<file path="src/rtl/osc_noise.sv">
// osc_noise: 32-bit Galois LFSR noise source with a sample-and-hold rate
// reducer ("crush"); the noise sample only refreshes every L enabled clocks.
module osc_noise #(
    parameter logic [31:0] SEED = 32'h0000_0001
) (
    input  logic        clk,
    input  logic        rst,
    input  logic        en,
    output logic [16:0] sample,
    input  logic [16:0] crush
);

    localparam logic [31:0] TAPS     = 32'h8020_0003;
    // An all-zero seed would lock the LFSR, so it falls back to 1.
    localparam logic [31:0] SEED_EFF = (SEED == 32'h0000_0000) ? 32'h0000_0001 : SEED;

    function automatic logic [31:0] lfsr_step(input logic [31:0] cur);
        logic [31:0] nxt;
        nxt = cur >> 5'd1;
        if (cur[0]) begin
            nxt = nxt ^ TAPS;
        end else begin
            nxt = nxt;
        end
        return nxt;
    endfunction

    logic [31:0] lfsr_r;
    logic [16:0] cnt_r;
    logic [16:0] hold_len_s;
    logic        hold_done_s;
    logic [31:0] lfsr_next_s;

    // Hold-length decode, end-of-hold detect and next LFSR value (with lockup guard).
    always_comb begin
        hold_len_s  = 17'd1;
        hold_done_s = 1'b0;
        lfsr_next_s = SEED_EFF;
        if (crush == 17'd0) begin
            hold_len_s = 17'd1;
        end else begin
            hold_len_s = crush;
        end
        // >= rather than == so that shrinking crush mid-hold releases on the next enabled edge.
        hold_done_s = (cnt_r >= (hold_len_s - 17'd1));
        if (lfsr_r == 32'h0000_0000) begin
            lfsr_next_s = SEED_EFF;
        end else begin
            lfsr_next_s = lfsr_step(lfsr_r);
        end
    end

    // State and registered sample; reset wins over enable, disabled edges hold everything.
    always_ff @(posedge clk) begin
        if (rst) begin
            lfsr_r <= SEED_EFF;
            cnt_r  <= 17'd0;
            sample <= 17'd0;
        end else if (en) begin
            if (hold_done_s) begin
                cnt_r  <= 17'd0;
                lfsr_r <= lfsr_next_s;
                sample <= lfsr_next_s[16:0];
            end else begin
                cnt_r  <= cnt_r + 17'd1;
            end
        end else begin
            cnt_r  <= cnt_r;
            lfsr_r <= lfsr_r;
            sample <= sample;
        end
    end

endmodule

</file>
<file path="config.mk">
export PLATFORM = sky130hd
export DESIGN_NAME = osc_noise
export DESIGN_NICKNAME = d
export VERILOG_FILES = /design/src/rtl/osc_noise.sv
export SDC_FILE = /design/constraint.sdc
export NUM_CORES = 1
export LEC_CHECK = 0
export ABC_AREA = 0
export CAP_MARGIN = 25
export CORE_ASPECT_RATIO = 0.9
export CORE_MARGIN = 3
export CORE_UTILIZATION = 30
export CTS_CLUSTER_DIAMETER = 50
export DETAILED_ROUTE_END_ITERATION = 6
export MAX_ROUTING_LAYER = met4
export PLACE_DENSITY = 0.48
export SLEW_MARGIN = 20
export SYNTH_ARGS = -nofsm -noshare
export SYNTH_HDL_FRONTEND = slang
export SYNTH_SLANG_ARGS = --single-unit
</file>
<file path="constraint.sdc">
create_clock -name clk -period 6.9 [get_ports clk]
set_clock_uncertainty 0.1 [all_clocks]
set_input_delay 0.69 -clock clk [delete_from_list [all_inputs] [get_ports clk]]
set_output_delay 0.69 -clock clk [all_outputs]
set_load 0.01 [all_outputs]
</file>
# Word-level counts from Yosys, hierarchy flattened
# Cells that the tools add are included.
[classes]
muxes = 4
magnitude_cmp = 1
n_addsub = 2
n_reduce_logical = 3
bitwise = 1
[ops]
columns = ["cell", "n"]
rows = [
  ["32-bit two-way mux", 2],
  ["17-bit two-way mux", 2],
  ["32-bit zero test", 1],
  ["17-bit by 1-bit adder with 17-bit output (second input constant)", 1],
  ["17-bit >= comparator", 1],
  ["17-bit zero test", 1],
  ["17-bit by 1-bit subtractor with 17-bit output (second input constant)", 1],
  ["3-bit inverter with 4-bit output", 1],
  ["2-bit AND reduction", 1],
]
[totals]
ff_bits = 66
output_inout_bits = 17
word_cells = 14
inputBits = 20

# Depth between registers and ports, before layout
# Gate-level depths: netlist of the first run.
[logic_depth]
depth_word = 5
depth_mapped = 18

# Worst setup path before layout of the first run
# No wires, ideal clock.
[synth_path]
path_type = "input port to flip-flop"
startpoint = "input crush[4]"
endpoint = "register cnt_r[10]"
setup_slack_ns = 2.037
cell_stages = 18
arrival_ns = 4.685
t_required_ns = 6.722
cell_sequence = "or3_4 > or3_4 > or4_1 > buf_2 > and2b_2 > a31oi_1 > ha_1 > nand2_1 > nor3_1 > xnor2_1 > ha_1 > a21o_1 > a21o_1 > a2111oi_0 > o311a_1 > nor2_1 > clkbuf_1 > nor3_1"
[synth_between]
elab_chain_len = 5
[synth_lines]
columns = ["item", "line", "text"]
rows = [
  ["start: declaration", "10", "input logic [16:0] crush"],
  ["17-bit zero test", "39", "if (crush == 17'd0) begin"],
  ["17-bit two-way mux (*)", "39", ""],
  ["17-bit by 1-bit subtractor with 17-bit output (*)", "45", "hold_done_s = (cnt_r >= (hold_len_s - 17'd1));"],
  ["17-bit >= comparator (*)", "45", ""],
  ["17-bit two-way mux (*)", "60", "if (hold_done_s) begin"],
  ["end signal: assignment", "65", "cnt_r <= cnt_r + 17'd1;"],
  ["end signal: assignment", "68", "cnt_r <= cnt_r;"],
  ["end: declaration", "29", "logic [16:0] cnt_r;"],
]
# Every way passes the cells marked *; elsewhere a longest branch is shown, timed or not.
# A chain may end at the register's enable or synchronous reset.

# Worst setup path in the final report of the first run
[layout_path]
startpoint = "input crush[4]"
endpoint = "register sample[0]"
[layout_between]
elab_chain_len = 5
[layout_lines]
columns = ["item", "line", "text"]
rows = [
  ["17-bit zero test", "39", ""],
  ["17-bit two-way mux (*)", "39", ""],
  ["17-bit by 1-bit subtractor with 17-bit output (*)", "45", ""],
  ["17-bit >= comparator (*)", "45", ""],
  ["2-bit AND reduction (no line) (*)", "--", ""],
  ["end signal: assignment", "63", "sample <= lfsr_next_s[16:0];"],
  ["end signal: assignment", "70", "sample <= sample;"],
  ["end: declaration", "9", "output logic [16:0] sample,"],
]
# Marks and branches as above.

==> results of run 1 <==
[Yosys cell counts, types with 4 or more instances]
cell      instances
nor2b_1           4
dfxtp_1          50
ha_1             20
a21oi_1          36
nand4_1          10
o21ai_0          32
and3_1            4
nor3_1           24
nor4_1           12
a21o_1            4
inv_1             7
nor2_1           11
xnor2_1          17
nand3_1          32
clkbuf_1         20
buf_4            16
nand2_1          14
xor2_1           11
[state kept, by name (all words and copies together), names as in the netlist]
signal and cells:
lfsr_r 17, sample 16, cnt_r 17
[through the flow]
| step | setup slack, ns | instances | util [%] |
|---|---|---|---|
| floorplan | 2.04 | 354 | - |
| global placement | 1.02 | 479 | 35.0 |
| detailed placement | 0.803 | 479 | 35.0 |
| CTS | 1.11 | 487 | 36.3 |
| global route | 0.840 | 487 | 36.3 |
| finish | 1.16 | 487 | 36.3 |
[worst max-delay path, delay by kind of cell]
kind,cells,cell delay [ns]
and+or+nand+nor,8,2.26
AOI/OAI and AO/OA,5,1.45
buffers and inverters,2,0.80
adders and majority gates,2,0.52
xor gates and xnor gates,1,0.14
[area by class of cell]
cell class	instances	area [µm²]	area share, %
clock inverter	3	48.8	1.45
timing repair buffer	40	390	11.6
sequential	50	1000	29.8
multi-input combinational	260	1670	49.8
tap	122	153	4.54
inverter	7	26.3	0.782
clock buffer	5	68.8	2.05
[path summary, 6_finish.rpt]
check / startpoint / endpoint / slack, ns / cells past startpoint
worst max-delay path: crush[4] / sample[0] / 1.16 / 18
worst min-delay path: lfsr_r[26] / lfsr_r[25] / 0.39 / 2
worst max register to register: cnt_r[2] / sample[0] / 4.05 / 8
worst min register to register: lfsr_r[26] / lfsr_r[25] / 0.39 / 2
[where the power goes]
part           internal, W   total, W  switching [W]
sequential        0.000289   0.000291     0.00000189
combinational    0.0000207  0.0000467      0.0000260
clock             0.000111   0.000214       0.000103
[kinds of logic after synthesis]
group / share of synthesized area [%]
and+or+nand+nor: 23.9
AOI/OAI and AO/OA: 15.5
DFF: 34.6
buffers and inverters: 7.84
xor gates and xnor gates: 8.48
adders and majority gates: 8.66
muxes: 1.04
[routing by layer]
metal  part of all wire [%]  global-route usage [%]
met4                   0.95                    3.16
met3                    3.6                    2.47
met1                     52                    18.7
met2                     43                    19.7
met5                      0                       -
==> flow_summary.json, run 1 <==
{
  "post-route-period-util_pct": 83.2,
  "cts_sinks": 50,
  "yosysWarnings": 0,
  "io_pins": 37,
  "antenna_found_initial": 0,
  "cts_root_buffer": "clkbuf_8",
  "fin_nets": 404,
  "final_cell_mix": "dfxtp_1 (50), a21oi_1 (36), clkdlybuf4s50_1 (36)",
  "rsz0062_at_grt": "false",
  "postRouteAntennaNets": 0,
  "drc": 0,
  "power.density_nw_per_um2": 164,
  "netlist_area_um2": 2890,
  "timing.hold.ws_ns": 0.390,
  "finalHoldViolations": 0,
  "crit_required_ns": 7.03,
  "track_usage_pct": 13.3,
  "grt_first_pass_wirelength_um": 11500,
  "die_area_um2": 10800,
  "num_antenna_cells": 0,
  "arrival_ns": 5.87,
  "yosys_register_bits": 50,
  "dr.pass1.iters": 4,
  "drt-total-wl_um": 6860,
  "leakagePower_nw": 1.17,
  "fp.dieH_um": 99.1,
  "clk_latency_ns": 0.30,
  "setup_tns_ns": 0,
  "grt_start_max_net_pins": 52,
  "p_total_w": 0.000552,
  "via_per_inst": 5.15,
  "ctsHoldBuffers": 0,
  "crit_type": "in2reg",
  "synthFlopType": "dfxtp_1",
  "fillers": 1000,
  "postLayoutCellArea_um2": 3360,
  "syn_nets": 394,
  "numPortBuffers": 36,
  "syn_to_final_growth_pct": 16.3,
  "place_area_um2": 3240,
  "hpwl_um": 4540,
  "grt_pass1_vias": 2374,
  "hp-class": "reg2reg",
  "grt-ovfl-total": 0,
  "slew_headroom_pct": 34.1,
  "timing.fmax_ghz": 0.174,
  "fp-row-count": 33,
  "vias": 2509,
  "wl_per_cell_um": 14.1,
  "synth_seq_area_share_pct": 34.6,
  "clockBufferDepth": 2,
  "max_stage_delay_ns": 0.73,
  "cts.repair.resized": 0,
  "crit_path_max_fanout": 33,
  "outcome": "finished, final reports clean",
  "async_flop_share_pct": 0,
  "fp.dieW_um": 109,
  "core_um2": 9250,
  "finalWorstPathRequiredPeriod_ns": 5.74,
  "finalMaxSlewViolations": 0,
  "netlist_instances": 354,
  "cts_buffers": 5,
  "synthTopCellsByArea": "dfxtp_1 (35%), ha_1 (8.7%), a21oi_1 (6.2%)",
  "vdd_ir_drop_max_uv": 100,
  "synth_top_area_share_pct": 34.6,
  "drtIter0Drc": 90,
  "start_util_pct": 31.3,
  "worst_slew_pin_slew_ns": 0.987,
  "syn_avg_cell_area_um2": 8.16,
  "cts_tree": "built",
  "synth_top_area_cell": "dfxtp_1",
  "layout_commonest_cell": "dfxtp_1",
  "slowest_stage": "a2111oi_0",
  "path_clk_slew_ns": 0.10,
  "synth.distinct_cells": 38,
  "synth_edf_count": 0,
  "startpoint_type": "input pin",
  "path_cells": "clkdlybuf4s50_1 -> or3_4 -> or3_4 -> or4_1 -> and2b_2 -> a31oi_1 -> ha_1 -> nand2_1 -> nor3_1 -> xnor2_1 -> ha_1 -> a21o_1 -> a21o_1 -> a2111oi_0 -> o311a_1 -> buf_4 -> nor4_1 -> nor3_1",
  "post-cts-setup-buffer-count": 0,
  "layout-drive-gt1-share_pct": 5.21,
  "h-tree-depth": 2,
  "gp_congestion": 0.763,
  "final-setup-viol-count": 0,
  "maxCapViolCount": 0,
  "endpoint_kind": "register"
}
No activity file was read; power rests on OpenSTA's default activity.
==> run 2, diff against run 1 <==
--- a/config.mk
+++ b/config.mk
@@ -13,7 +13,7 @@
 export CTS_CLUSTER_DIAMETER = 50
 export DETAILED_ROUTE_END_ITERATION = 6
 export MAX_ROUTING_LAYER = met4
-export PLACE_DENSITY = 0.48
+export PLACE_DENSITY = 0.49
 export SLEW_MARGIN = 20
 export SYNTH_ARGS = -nofsm -noshare
 export SYNTH_HDL_FRONTEND = slang
==> constraint.sdc (replaced) <==
create_clock -name clk -period 4.9 [get_ports clk]
set_clock_uncertainty 0.1 [all_clocks]
set_input_delay 0.49 -clock clk [delete_from_list [all_inputs] [get_ports clk]]
set_output_delay 0.49 -clock clk [all_outputs]
set_load 0.01 [all_outputs]
==> flow_summary.json, run 2 (synthesized netlist as in run 1, its figures left out) <==
{
  "outcome": "finished, final reports clean",
  "hpwl_um": 5020,
  "cts_buffers": 5,
  "drt-total-wl_um": 7250,
  "endpoint_kind": "register",
  "reg_top3": "cnt_r (17), lfsr_r (17), sample (16)",
  "crit_required_ns": 5.03,
  "grt-ovfl-total": 0,
  "fp.dieW_um": 109,
  "drc": 0,
  "arrival_ns": 4.80,
  "finalHoldViolations": 0,
  "final_core_utilization_pct": 39.7,
  "ctsHoldBuffers": 0,
  "dp_cells": 502,
  "slew_headroom_pct": 32.4,
  "multiInputGateArea_um2": 1750,
  "num_antenna_cells": 0,
  "syn_to_final_growth_pct": 27.0,
  "final_cell_mix": "dfxtp_1 (50), clkdlybuf4s50_1 (36), a21oi_1 (35)",
  "layout-drive-gt1-share_pct": 13.8,
  "hp-class": "reg2reg",
  "grt_start_max_net_pins": 36,
  "io_pins": 37,
  "path_clk_slew_ns": 0.10,
  "power.density_nw_per_um2": 199,
  "track_usage_pct": 13.8,
  "final_cells": 514,
  "setup_tns_ns": 0,
  "place_area_um2": 3450,
  "gp_congestion": 0.808,
  "dr.pass1.iters": 4,
  "final-setup-viol-count": 0,
  "cts_sinks": 50,
  "regArea_um2": 1000,
  "h-tree-depth": 2,
  "postLayoutCellArea_um2": 3670,
  "wl_per_cell_um": 14.1,
  "grt_first_pass_wirelength_um": 12100,
  "dp_worst_setup_slack_ns": -0.213,
  "finalMaxSlewViolations": 0,
  "setup_slack_ns": 0.228,
  "fillers": 952,
  "crit_type": "in2reg",
  "drtIter0Drc": 141,
  "vdd_ir_drop_max_uv": 103,
  "antenna_found_initial": 0,
  "finalWorstPathRequiredPeriod_ns": 4.67,
  "crit_path_max_fanout": 15,
  "cts_tree": "built",
  "cts_root_buffer": "clkbuf_8",
  "fin_nets": 431,
  "leakagePower_nw": 1.35,
  "core_um2": 9250,
  "via_per_inst": 5.07,
  "grt_pass1_vias": 2456,
  "start_util_pct": 31.3,
  "numPortBuffers": 36,
  "vias": 2605,
  "die_area_um2": 10800,
  "post-route-period-util_pct": 95.4,
  "layout_commonest_cell": "dfxtp_1",
  "timing.fmax_ghz": 0.214,
  "postRouteAntennaNets": 0,
  "maxCapViolCount": 0,
  "clockBufferDepth": 2,
  "fp-row-count": 33,
  "worst_slew_pin_slew_ns": 1.01,
  "startpoint_type": "input pin",
  "clk_latency_ns": 0.30,
  "fp.dieH_um": 99.1
}
## run 2: cell types whose count changed in the layout (fill, tap and decap cells not counted), moves of 2 or more
cell / previous run / this run
buf_4: 4 / 23
buf_6: 0 / 4
buf_8: 0 / 2
nor4_1: 12 / 10
o21ai_0: 32 / 30
o21ai_1: 0 / 2
## run 2: critical path: stages
cell,delay [ns]
clkdlybuf4s50_1,0.45
or3_4,0.38
or3_4,0.33
or4_1,0.42
and2b_2,0.24
a31oi_1,0.11
ha_1,0.22
nand2_2,0.09
nor3_1,0.07
xnor2_1,0.13
ha_1,0.30
nand4_1,0.15
buf_4,0.19
nor2_2,0.14
a2111oi_4,0.06
buf_4,0.16
o311ai_4,0.33
buf_6,0.17
buf_8,0.15
a21oi_1,0.08
nor3_1,0.14
## run 2: routing by layer
metal  GRT usage (%)  vias to the layer above  part of all wire [%]
li1                -                     1349                     -
met1            20.4                     1203                    51
met2            19.8                       49                    44
met3            2.14                        4                   4.3
met4            3.16                        0                  0.70
met5               -                        -                     0
## run 2: worst paths after layout
path / endpoint / depth (start not counted) / from / slack [ns]
worst max-delay path: sample[0] / 21 / crush[5] / 0.23
worst min-delay path: lfsr_r[26] / 2 / lfsr_r[27] / 0.40
worst max register to register: sample[0] / 11 / cnt_r[0] / 2.38
worst min register to register: lfsr_r[26] / 2 / lfsr_r[27] / 0.40
## run 2: report_power, final
part	internal [W]	switching [W]	leakage [nW]	total [W]
logic	0.0000359	0.0000396	0.899	0.0000755
registers	0.000407	0.00000291	0.403	0.000410
clock network	0.000101	0.000145	0.0441	0.000245
## run 2: timing repair
action / in CTS / in global routing
gates resized for setup: 0 / 20
endpoints found under the hold margin: 0 / 0
setup endpoints to repair: 0 / 50
setup buffers: 0 / 2
## run 2: final cells by class
class / count / share of cell area [%]
multi-input cells: 260 / 47.6
clock inverters: 3 / 0.579
repair buffers: 67 / 17.8
clock buffers: 5 / 1.87
well taps: 122 / 4.16
inverters: 7 / 0.716
flip-flops and latches: 50 / 27.3
## run 2: per-stage QoR
step	power, W	hold WS, ns
finish	0.000731	0.399
global route	0.000765	0.426
CTS	0.000738	0.400
global placement	0.000491	0.380
floorplan	0.000455	0.358
detailed placement	0.000492	0.385
